### config.mk
export PLATFORM = sky130hd
export DESIGN_NAME = hp_au_seq
export DESIGN_NICKNAME = d
export VERILOG_FILES = /design/src/rtl/hp_au_pkg.sv /design/src/rtl/hp_au_digit_slice.sv /design/src/rtl/hp_au_seq.sv
export SDC_FILE = /design/constraint.sdc
export NUM_CORES = 1
export LEC_CHECK = 0
export CORE_ASPECT_RATIO = 1.1
export CORE_MARGIN = 2
export CORE_UTILIZATION = 63
export DETAILED_ROUTE_END_ITERATION = 16
export DONT_BUFFER_PORTS = 1
export GPL_ROUTABILITY_DRIVEN = 0
export PLACE_DENSITY = 0.78
export SLEW_MARGIN = 20
export SYNTH_ARGS = -nofsm -noshare
export SYNTH_HDL_FRONTEND = slang
export SYNTH_SLANG_ARGS = --single-unit
### constraint.sdc
create_clock -name clk -period 3.25 [get_ports clk]
set_input_delay 0.325 -clock clk [delete_from_list [all_inputs] [get_ports clk]]
set_output_delay 0.325 -clock clk [all_outputs]
set_load 0.05 [all_outputs]
### src/rtl/hp_au_pkg.sv
// Shared definitions for the hp_au_seq digit-serial adder/subtractor.
// Holds the operation encodings and the controller state type.
package hp_au_pkg;

    localparam logic [1:0] OP_ADD  = 2'b00;
    localparam logic [1:0] OP_SUB  = 2'b01;
    localparam logic [1:0] OP_BCD  = 2'b10;
    localparam logic [1:0] OP_ADD2 = 2'b11;

    typedef logic [1:0] state_t;

    localparam state_t ST_IDLE = 2'd0;
    localparam state_t ST_RUN  = 2'd1;
    localparam state_t ST_DONE = 2'd2;

endpackage

### src/rtl/hp_au_digit_slice.sv
// One 4-bit digit of add / subtract / BCD add, purely combinational.
// Ports: i_a, i_b digits, i_cin carry-in, i_sel op code;
//        o_sum digit result, o_cout digit carry-out.
// Macro HP_AU_SEQ_BCD_EN enables the decimal correction for OP_BCD.
module hp_au_digit_slice
    import hp_au_pkg::*;
(
    input  logic [3:0] i_a,
    input  logic [3:0] i_b,
    input  logic       i_cin,
    input  logic [1:0] i_sel,
    output logic [3:0] o_sum,
    output logic       o_cout
);

    logic [3:0] w_b;
    logic [4:0] w_raw;

    // Subtraction is A + ~B with the carry preloaded to 1 by the caller.
    assign w_b   = (i_sel == OP_SUB) ? ~i_b : i_b;
    assign w_raw = {1'b0, i_a} + {1'b0, w_b} + {4'b0000, i_cin};

`ifdef HP_AU_SEQ_BCD_EN
    always_comb begin
        o_sum  = w_raw[3:0];
        o_cout = w_raw[4];
        // Decimal adjust: any raw sum above 9 wraps by +6 and carries.
        if (i_sel == OP_BCD && w_raw > 5'd9) begin
            o_sum  = w_raw[3:0] + 4'd6;
            o_cout = 1'b1;
        end
    end
`else
    assign o_sum  = w_raw[3:0];
    assign o_cout = w_raw[4];
`endif

endmodule

### src/rtl/hp_au_seq.sv
// Digit-serial add/sub/BCD unit: one 4-bit digit per clock, LSD first.
// Ports: clk, rst (async high); in_valid/in_ready with a, b, sel;
//        out_valid/out_ready with result, cout (cout=1: no borrow on sub).
// Macro HP_AU_SEQ_BCD_EN enables BCD add for sel=10 (else binary add).
module hp_au_seq
    import hp_au_pkg::*;
#(
    parameter int DIGITS = 4
) (
    input  logic                  clk,
    input  logic                  rst,
    input  logic                  in_valid,
    output logic                  in_ready,
    input  logic [4*DIGITS-1:0]   a,
    input  logic [4*DIGITS-1:0]   b,
    input  logic [1:0]            sel,
    output logic                  out_valid,
    input  logic                  out_ready,
    output logic [4*DIGITS-1:0]   result,
    output logic                  cout
);

    localparam int W  = 4 * DIGITS;
    localparam int CW = (DIGITS > 1) ? $clog2(DIGITS) : 1;

    state_t        r_state;
    logic [W-1:0]  r_a;
    logic [W-1:0]  r_b;
    logic [W-1:0]  r_acc;
    logic [1:0]    r_sel;
    logic          r_carry;
    logic [CW-1:0] r_cnt;
    logic [W-1:0]  r_result;
    logic          r_cout;
    logic          r_valid;

    logic [CW+1:0] w_idx;
    logic [3:0]    w_a_dig;
    logic [3:0]    w_b_dig;
    logic [3:0]    w_sum;
    logic          w_dcout;
    logic          w_last;
    logic [W-1:0]  w_acc_next;

    // Bit offset of the current digit.
    assign w_idx   = {r_cnt, 2'b00};
    assign w_a_dig = r_a[w_idx +: 4];
    assign w_b_dig = r_b[w_idx +: 4];
    assign w_last  = (r_cnt == CW'(DIGITS - 1));

    hp_au_digit_slice u_slice (
        .i_a    (w_a_dig),
        .i_b    (w_b_dig),
        .i_cin  (r_carry),
        .i_sel  (r_sel),
        .o_sum  (w_sum),
        .o_cout (w_dcout)
    );

    // Working accumulator with the current digit merged in, so the
    // final digit can be published in the same edge it is computed.
    always_comb begin
        w_acc_next = r_acc;
        w_acc_next[w_idx +: 4] = w_sum;
    end

    always_ff @(posedge clk or posedge rst) begin
        if (rst) begin
            r_state  <= ST_IDLE;
            r_a      <= '0;
            r_b      <= '0;
            r_acc    <= '0;
            r_sel    <= '0;
            r_carry  <= 1'b0;
            r_cnt    <= '0;
            r_result <= '0;
            r_cout   <= 1'b0;
            r_valid  <= 1'b0;
        end else begin
            case (r_state)
                ST_IDLE: begin
                    if (in_valid) begin
                        r_a     <= a;
                        r_b     <= b;
                        r_sel   <= sel;
                        r_cnt   <= '0;
                        r_carry <= (sel == OP_SUB);
                        r_state <= ST_RUN;
                    end
                end
                ST_RUN: begin
                    r_acc   <= w_acc_next;
                    r_carry <= w_dcout;
                    r_cnt   <= r_cnt + 1'b1;
                    if (w_last) begin
                        r_result <= w_acc_next;
                        r_cout   <= w_dcout;
                        r_valid  <= 1'b1;
                        r_state  <= ST_DONE;
                    end
                end
                ST_DONE: begin
                    if (out_ready) begin
                        r_valid <= 1'b0;
                        r_state <= ST_IDLE;
                    end
                end
                default: begin
                    r_valid <= 1'b0;
                    r_state <= ST_IDLE;
                end
            endcase
        end
    end

    assign in_ready  = (r_state == ST_IDLE);
    assign out_valid = r_valid;
    assign result    = r_result;
    assign cout      = r_cout;

endmodule

* Yosys cells after proc, flatten, opt, wreduce, memory -nomap -nowiden *
Index checks and enable logic that the tools add are counted.

word-level totals
  logic and storage cells = 48
  register bits = 73
  output and inout port bits = 19
  input port bits = 38

cells by class
  equality and inequality tests = 8
  multiplexer cells = 13
  add/subtract/negate cells = 4
  bitwise logic cells = 2
  reduce and logical (&&, ||, !) cells = 7
  shifts and indexed selects = 4

operator list
  kind                                                   count
  variable part select 16 x 5 -> 4 bit                   2
  bitwise mux 16 bit                                     1
  variable shift 4 x 6 -> 16 bit (first input constant)  1
  variable part select 4 x 6 -> 16 bit                   1
  two-way mux 2 bit                                      4
  equality test 2 x 1 -> 1 bit (second input constant)   3
  inequality test 2 bit (second input constant)          3
  negation 4 -> 6 bit                                    1
  one-hot mux 2 bit (3 select lines)                     1
  AND reduction 2 bit                                    3
  AND reduction 3 bit                                    2
  adder 4 x 4 -> 5 bit                                   1
  adder 5 x 1 -> 5 bit                                   1
  equality test 2 bit (second input constant)            2
  two-way mux 4 bit                                      1
  NOT 4 bit                                              1
  one-hot mux 2 bit (2 select lines)                     1
  two-way mux 1 bit                                      3
  one-hot mux 1 bit (3 select lines)                     1
  adder 2 x 1 -> 2 bit (second input constant)           1
  logical NOT 2 bit                                      1
  one-hot mux 1 bit (2 select lines)                     1
  nonzero test 2 bit                                     1
  NOT 1 bit                                              1

* Logic depth before layout (Yosys ltp) *
Gate-level depths: netlist of run 1.

  depth after elaboration = 7
  depth in mapped cells = 9

* Hierarchy *
A second synthesis of run 1 with hierarchy kept.

unflattened totals
  cell total of the unflattened synthesis = 271
  area total of the unflattened synthesis = 3638.5 sq um

by module, submodules not included
  module             area each (sq um)  instances  cells an instance
  hp_au_seq          3444.6             1          249
  hp_au_digit_slice  193.9              1          22

* Worst setup path before layout of run 1 *
No wires, ideal clock.

  kind = register to register
  start point = register r_cnt[0]
  end point = register r_acc[3]
  data required time = 3.128 ns
  setup slack = 0.402 ns
  period minus slack after synthesis = 2.848 ns
  arrival time = 2.726 ns
  cell stages (with the launch flop) = 9
  buffers on the path = 1
  cells stage by stage = dfrtp_1 -> buf_4 -> mux4_2 -> xnor2_1 -> ha_1 -> and3b_1 -> or3_4 -> and2_4 -> a32o_1

on the way
  longest elaborated chain between the ends = 7
  elaborated cells between the ends (all ways) = 10
  those cells by class = add/sub: 3; shift: 4; mux: 2; bitwise: 1

ends and longest elaborated chain
  item                                  line                     source
  start, declared                       hp_au_seq.sv:32          logic [CW-1:0] r_cnt;
  start signal, assigned                hp_au_seq.sv:94          r_cnt <= r_cnt + 1'b1;
  variable part select 16 x 5 -> 4 bit  hp_au_seq.sv:48          assign w_b_dig = r_b[w_idx +: 4];
  NOT 4 bit                             hp_au_digit_slice.sv:20  assign w_b = (i_sel == OP_SUB) ? ~i_b : i_b;
  two-way mux 4 bit                     hp_au_digit_slice.sv:20
  adder 4 x 4 -> 5 bit                  hp_au_digit_slice.sv:21  assign w_raw = {1'b0, i_a} + {1'b0, w_b} + {4'b0000, i_cin};
  adder 5 x 1 -> 5 bit                  hp_au_digit_slice.sv:21
  variable part select 4 x 6 -> 16 bit  hp_au_seq.sv:64          w_acc_next[w_idx +: 4] = w_sum;
  bitwise mux 16 bit (*)                hp_au_seq.sv:64
  end signal, assigned                  hp_au_seq.sv:92          r_acc <= w_acc_next;
  end, declared                         hp_au_seq.sv:29          logic [W-1:0] r_acc;

Every way passes the cells marked *; elsewhere a longest branch is shown, timed or not.
A chain may end at the register's enable or synchronous reset.

* Final worst setup path of run 1 *
  start point = register r_cnt[0]
  end point = register r_acc[10]

Same word-level chain as after synthesis.

==> impl_results.md, run 1 <==
- Status: complete, no violations
- Minimum clock period: 2.893 ns
- Syn_nets: 384
- Routed vias: approximately 2400
- DRT Wirelength: between 7 and 8 mm
- Distinct cells, synth: 34
- Max transition margin: 0.4482
- CP Capture Type: register
- DRT Pass-1 Iters: 4
- Worst Path Max Fanout: 6
- Global-route wire length before repair: ~11 mm
- Final nets: 388
- # port buffers: 0
- Max-Cap Viols: 0
- P&R area growth vs syn: 8.154%
- Final Hold Vio Count: 0
- Die X: between 70 and 80 um
- Hold crit path type: input pin to async pin
- Cts repair resizes: 0
- Async set-reset flop share out of synthesis: 1.000
- Worst skew pair latency: around 0.36 ns
- Share of cells above drive strength 1: 0.1195
- Clock buffer count from CTS: 9
- Post-synthesis cell count: roughly 340
- Synth area leader: dfrtp_1
- Antenna diodes: 0
- Critical path type: register to register
- Worst setup SP type: register
- YS warnings: 0
- Flops & latches, synth: between 70 and 80
- Rows: 28
- Max stage delay on crit path: 0.51 ns
- Slew @ Worst Pin: approximately 0.83 ns
- Area contributors post-synth: dfrtp_1, nand2_1, mux4_2
- GR Util All Layers: 0.2574
- Largest net degree at the start of global routing: 42
- # DRC: 0
- Final Skew: between 0.008 and 0.009 ns
- CTS HTree Levels: 3
- Top_reg_cell synth: dfrtp_1
- CTS sink count: 73
- Max-slew violation count: 0
- Post-CTS Setup Repair Bufs: 0
- Initial Util: 0.6426
- Netlist Area Pre-Place: 3422 um2
- Clk pin slew, worst setup/hold paths: roughly 0.07 ns
- Worst Path Required: 3.55 ns
- Number of enable flip-flop cells after synthesis: 0
- DRT iter0 DRCs: 122
- Clock Root Buffer: clkbuf_8
- Final worst path period share: 0.8900
- Via/cell ratio: 5.828
- Delay-heaviest family, CP: adder cells
- CP bufs+invs: 3
- Die Y: 81.30 um
- Crit path DAT: 3.19 ns
- Post-DRT Antenna Nets: 0
- Core footprint: 5325 um2
- Setup TNS Final: 0 ns
- R2r setup slk: between 0.3 and 0.4 ns
- Utilization after layout: 0.6950
- Vias in the first global route: 2444
- Number of setup violations in the final report: 0
- Longest Clk Path Bufs: 2
- Worst-path cell with the longest stage delay: mux4_2
- Leading cell type in the layout, fill and taps excluded: nand2_1
- Fin Hold WS: 0.01216 ns
- Routed WL per cell: approximately 17 um
- Initial antenna violation count: 0
- RSZ-0062 raised after global routing: no
- Seq/Total Area, Yosys: 0.5338
- Syn avg cell area: about 10 um2
- Total grt overflow: 0
- Most frequent cells in the layout: nand2_1, dfrtp_1, nor2_1
- Hold-fix buffers, CTS: 0
- Fmax: ~0.35 GHz
- DIE AREA: roughly 6000 um2
- Placed wire-length estimate: about 4.9 mm
- Worst path cell trace: buf_4, mux4_2, inv_1, fa_1, inv_1, fa_1, xor2_1, and2_1, a22o_1
- CTS tree: yes
- Share of the synthesized area in the top cell type: 0.5338
- I/O Pins: 57
==> cells by family after synthesis <==
group / synth area share
AO/OA/AOI/OAI: 0.1093
XOR/XNOR: 0.01280
adder cells (fa/ha/maj): 0.04461
buffers and inverters: 0.03766
flip-flops: 0.5338
multiplexers: 0.05265
AND/OR/NAND/NOR: 0.2091
==> final cells by class <==
type                       instances  area, um2
sequential                        73       1827
fill                             427       1624
multi-input combinational        234       1473
clock buffer                      12      155.1
tap                               75      93.84
timing repair buffer               9      67.56
inverter                          12      45.04
clock inverter                     3      40.04
==> per-stage QoR <==
stage / area (um2) / setup WS (ns) / cells
after global placement: 3506 / 0.5373 / 403
after floorplan: 3422 / 0.4022 / 335
after CTS: 3701 / 0.3349 / 418
after detailed placement: 3506 / 0.4037 / 403
final: 3701 / 0.3573 / 418
after global routing: 3701 / 0.2006 / 418
==> final timing paths <==
path                                       from                    end  cells after the start
setup reg to reg           r_cnt[0]$_DFFE_PP0P_  r_acc[10]$_DFFE_PP0P_                      9
min in group clk                           a[8]     r_a[8]$_DFFE_PP0P_                      2
hold reg to reg             r_a[13]$_DFFE_PP0P_    r_a[13]$_DFFE_PP0P_                      2
max in group asynchronous                   rst     r_a[7]$_DFFE_PP0P_                      2
hold / removal                              rst     r_b[7]$_DFFE_PP0P_                      1
setup / recovery           r_cnt[0]$_DFFE_PP0P_  r_acc[10]$_DFFE_PP0P_                      9
==> registers in the layout (all words and copies together) (netlist names) <==
register and flops:
out_valid 1, r_sel 2, r_cnt 2, r_carry 1, r_a 16, r_acc 16
result 16, cout 1, r_state 2, r_b 16
==> worst register-to-register path, delay by kind of cell, from the launching register on <==
| kind | cells | cell delay (ns) |
|---|---|---|
| DFF | 1 | 0.47 |
| AOI/OAI and AO/OA | 1 | 0.17 |
| xor gates and xnor gates | 1 | 0.43 |
| adders and majority gates | 2 | 0.60 |
| and+or+nand+nor | 1 | 0.28 |
| muxes | 1 | 0.51 |
| buffers and inverters | 3 | 0.38 |
==> per-layer routing <==
| layer | track usage | up-vias | routed length (um) |
|---|---|---|---|
| met5 | 0 | - | 0 |
| met1 | 0.3131 | 1190 | 2856 |
| li1 | - | 1142 | - |
| met4 | 0.1179 | 0 | 175 |
| met2 | 0.4179 | 86 | 3651 |
| met3 | 0.08313 | 18 | 414 |
==> synthesized netlist by cell type, drive strengths merged, types with 2 or more instances <==
library cell	number
nand2	111
dfrtp	73
nor2	32
a221oi	12
inv	12
a21oi	11
clkbuf	9
ha	9
a22o	8
a32o	8
mux4	8
buf	7
o21ai	6
nand3	5
and2	3
xnor2	3
a21o	2
fa	2
nand2b	2
nor4b	2
xor2	2
Power of run 1 is left out: the tool's default activity adds up to more than one toggle a clock period on the data nets, which glitch-free logic cannot reach.
==> inputs of run 2 (changes only) <==
--- a/config.mk
+++ b/config.mk
@@ -7,12 +7,11 @@
 export LEC_CHECK = 0
 export CORE_ASPECT_RATIO = 1.1
 export CORE_MARGIN = 2
-export CORE_UTILIZATION = 63
+export CORE_UTILIZATION = 40
 export DETAILED_ROUTE_END_ITERATION = 16
 export DONT_BUFFER_PORTS = 1
 export GPL_ROUTABILITY_DRIVEN = 0
-export PLACE_DENSITY = 0.78
-export SLEW_MARGIN = 20
+export PLACE_DENSITY = 0.53
 export SYNTH_ARGS = -nofsm -noshare
 export SYNTH_HDL_FRONTEND = slang
 export SYNTH_SLANG_ARGS = --single-unit
==> impl_results.md, run 2 (synthesis gave the netlist of run 1 again) <==
- Status: complete, no violations
- GR Util All Layers: 0.1756 (-0.08186)
- Hold-fix buffers, CTS: 0 (unchanged)
- Clock Root Buffer: clkbuf_8
- CP Capture Type: register
- Worst setup SP type: register
- CTS tree: yes
- # DRC: 0 (unchanged)
- Cts repair resizes: 0 (unchanged)
- Max-slew violation count: 0 (unchanged)
- RSZ-0062 raised after global routing: no
- DIE AREA: 9312 um2 (+54%)
- Final worst path period share: 0.8840 (-0.006028)
- CTS sink count: 73 (unchanged)
- Routed WL per cell: 16.66 um (-1.9%)
- Hold crit path type: input pin to register
- Fmax: 0.3481 GHz (+0.68%)
- Die X: 92.19 um (+24%)
- DRT Wirelength: 7.595 mm (+7.0%)
- Max-Cap Viols: 0 (unchanged)
- Total grt overflow: 0 (unchanged)
- Longest Clk Path Bufs: 2 (unchanged)
- Number of setup violations in the final report: 0 (unchanged)
- Largest net degree at the start of global routing: 50 (+19%)
- Max transition margin: 0.3014 (-0.1467)
- Die Y: 101.0 um (+24%)
- Most frequent cells in the layout: nand2_1, dfrtp_1, nor2_1
- Worst Path Required: 3.49 ns (-0.06 ns)
- Post-CTS Setup Repair Bufs: 0 (unchanged)
- DRT Pass-1 Iters: 4 (unchanged)
- Final Hold Vio Count: 0 (unchanged)
- Worst Path Max Fanout: 6 (unchanged)
- Finished Cell Area: 3777 um2 (+2.1%)
- Final nets: 389 (+0.26%)
- Rows: 35 (+25%)
- Crit path DAT: 3.11 ns (-0.08 ns)
- Post-DRT Antenna Nets: 0 (unchanged)
- Initial Util: 0.4091 (-0.2335)
- Clk pin slew, worst setup/hold paths: 0.08 ns (about the same)
- Worst path cell trace: buf_4, mux4_2, xnor2_1, ha_1, and3b_1, or3_4, and2_4, a32o_1
- Vias in the first global route: 2365 (-3.2%)
- Share of cells above drive strength 1: 0.1275 (+0.008003)
- Via/cell ratio: 5.268 (-9.6%)
- Area after DPL: 3558 um2 (+1.5%)
- Worst-path cell with the longest stage delay: mux4_2
- Initial antenna violation count: 0 (unchanged)
- # port buffers: 0 (unchanged)
- Global-route wire length before repair: 12.45 mm (+9.0%)
- # fillers: 829 (+94%)
- Final Skew: 0.01215 ns (+0.003903 ns)
- DRT iter0 DRCs: 110 (-9.8%)
- I/O Pins: 57 (unchanged)
- Setup TNS Final: 0 ns (unchanged)
- Slew @ Worst Pin: 1.046 ns (+0.2198 ns)
- CTS HTree Levels: 3 (unchanged)
- Leading cell type in the layout, fill and taps excluded: nand2_1
- Critical path type: register to register
- Minimum clock period: 2.873 ns (-0.01959 ns)
- Clock buffer count from CTS: 9 (unchanged)
- Antenna diodes: 0 (unchanged)
- Routed vias: 2402 (-1.4%)
- Max stage delay on crit path: 0.52 ns (about the same)
- Worst skew pair latency: 0.36 ns (about the same)
- P&R area growth vs syn: 10.38%
- Placed wire-length estimate: 5.299 mm (+7.8%)
- Core footprint: 8364 um2 (+57%)
==> run 2: changes by cell type in the layout (fill, tap and decap cells not counted) <==
cell        previous run  this run
buf_4                  9        10
bufinv_16              1         2
clkinv_4               0         2
clkinvlp_4             0         1
clkbuf_8              11         9
clkbuf_1               1         0
==> run 2: critical path, delay by kind of cell, from the launching register on <==
family	cells	cell delay, ns
and+or+nand+nor	3	0.77
muxes	1	0.52
DFF	1	0.43
xor gates and xnor gates	1	0.29
adders and majority gates	1	0.29
AOI/OAI and AO/OA	1	0.26
buffers and inverters	1	0.21
==> run 2: final cells by class <==
class	count	area, um2	share of cell area
clock buffers	9	123.9	0.03279
inverters	12	45.04	0.01192
flip-flops and latches	73	1827	0.4836
clock inverters	7	95.09	0.02517
repair buffers	10	75.07	0.01987
multi-input cells	234	1473	0.3899
well taps	111	138.9	0.03677
==> run 2: path summary, 6_finish.rpt <==
kind / from / to / slack, ns / depth (start not counted)
worst min-delay path: a[13] / r_a[13]$_DFFE_PP0P_ / 0.06 / 2
min in group asynchronous: rst / result[8]$_DFFE_PP0P_ / 0.09 / 1
worst max register to register: r_cnt[0]$_DFFE_PP0P_ / r_acc[15]$_DFFE_PP0P_ / 0.38 / 8
worst max-delay path: r_cnt[0]$_DFFE_PP0P_ / r_acc[15]$_DFFE_PP0P_ / 0.38 / 8
max in group asynchronous: rst / r_acc[14]$_DFFE_PP0P_ / 2.35 / 2
worst min register to register: r_b[4]$_DFFE_PP0P_ / r_b[4]$_DFFE_PP0P_ / 0.48 / 2
==> run 2: routing by layer <==
layer	GRT usage	share of wire
met1	0.2339	0.46
met2	0.2766	0.48
met3	0.04787	0.040
met4	0.06544	0.015
met5	0	0
==> run 2: through the flow <==
step           worst slack (ns)  hold slack, ns    util  std cells
2_1_floorplan            0.4022          0.4304       -        335
3_3_place_gp             0.4567          0.4336  0.4254        440
3_5_place_dp             0.3650          0.4353  0.4254        440
4_1_cts                  0.3456         0.05841  0.4516        456
5_1_grt                  0.1807         0.05104  0.4516        456
6_report                 0.3769         0.06490  0.4516        456
Power of run 2 is left out for the same reason.
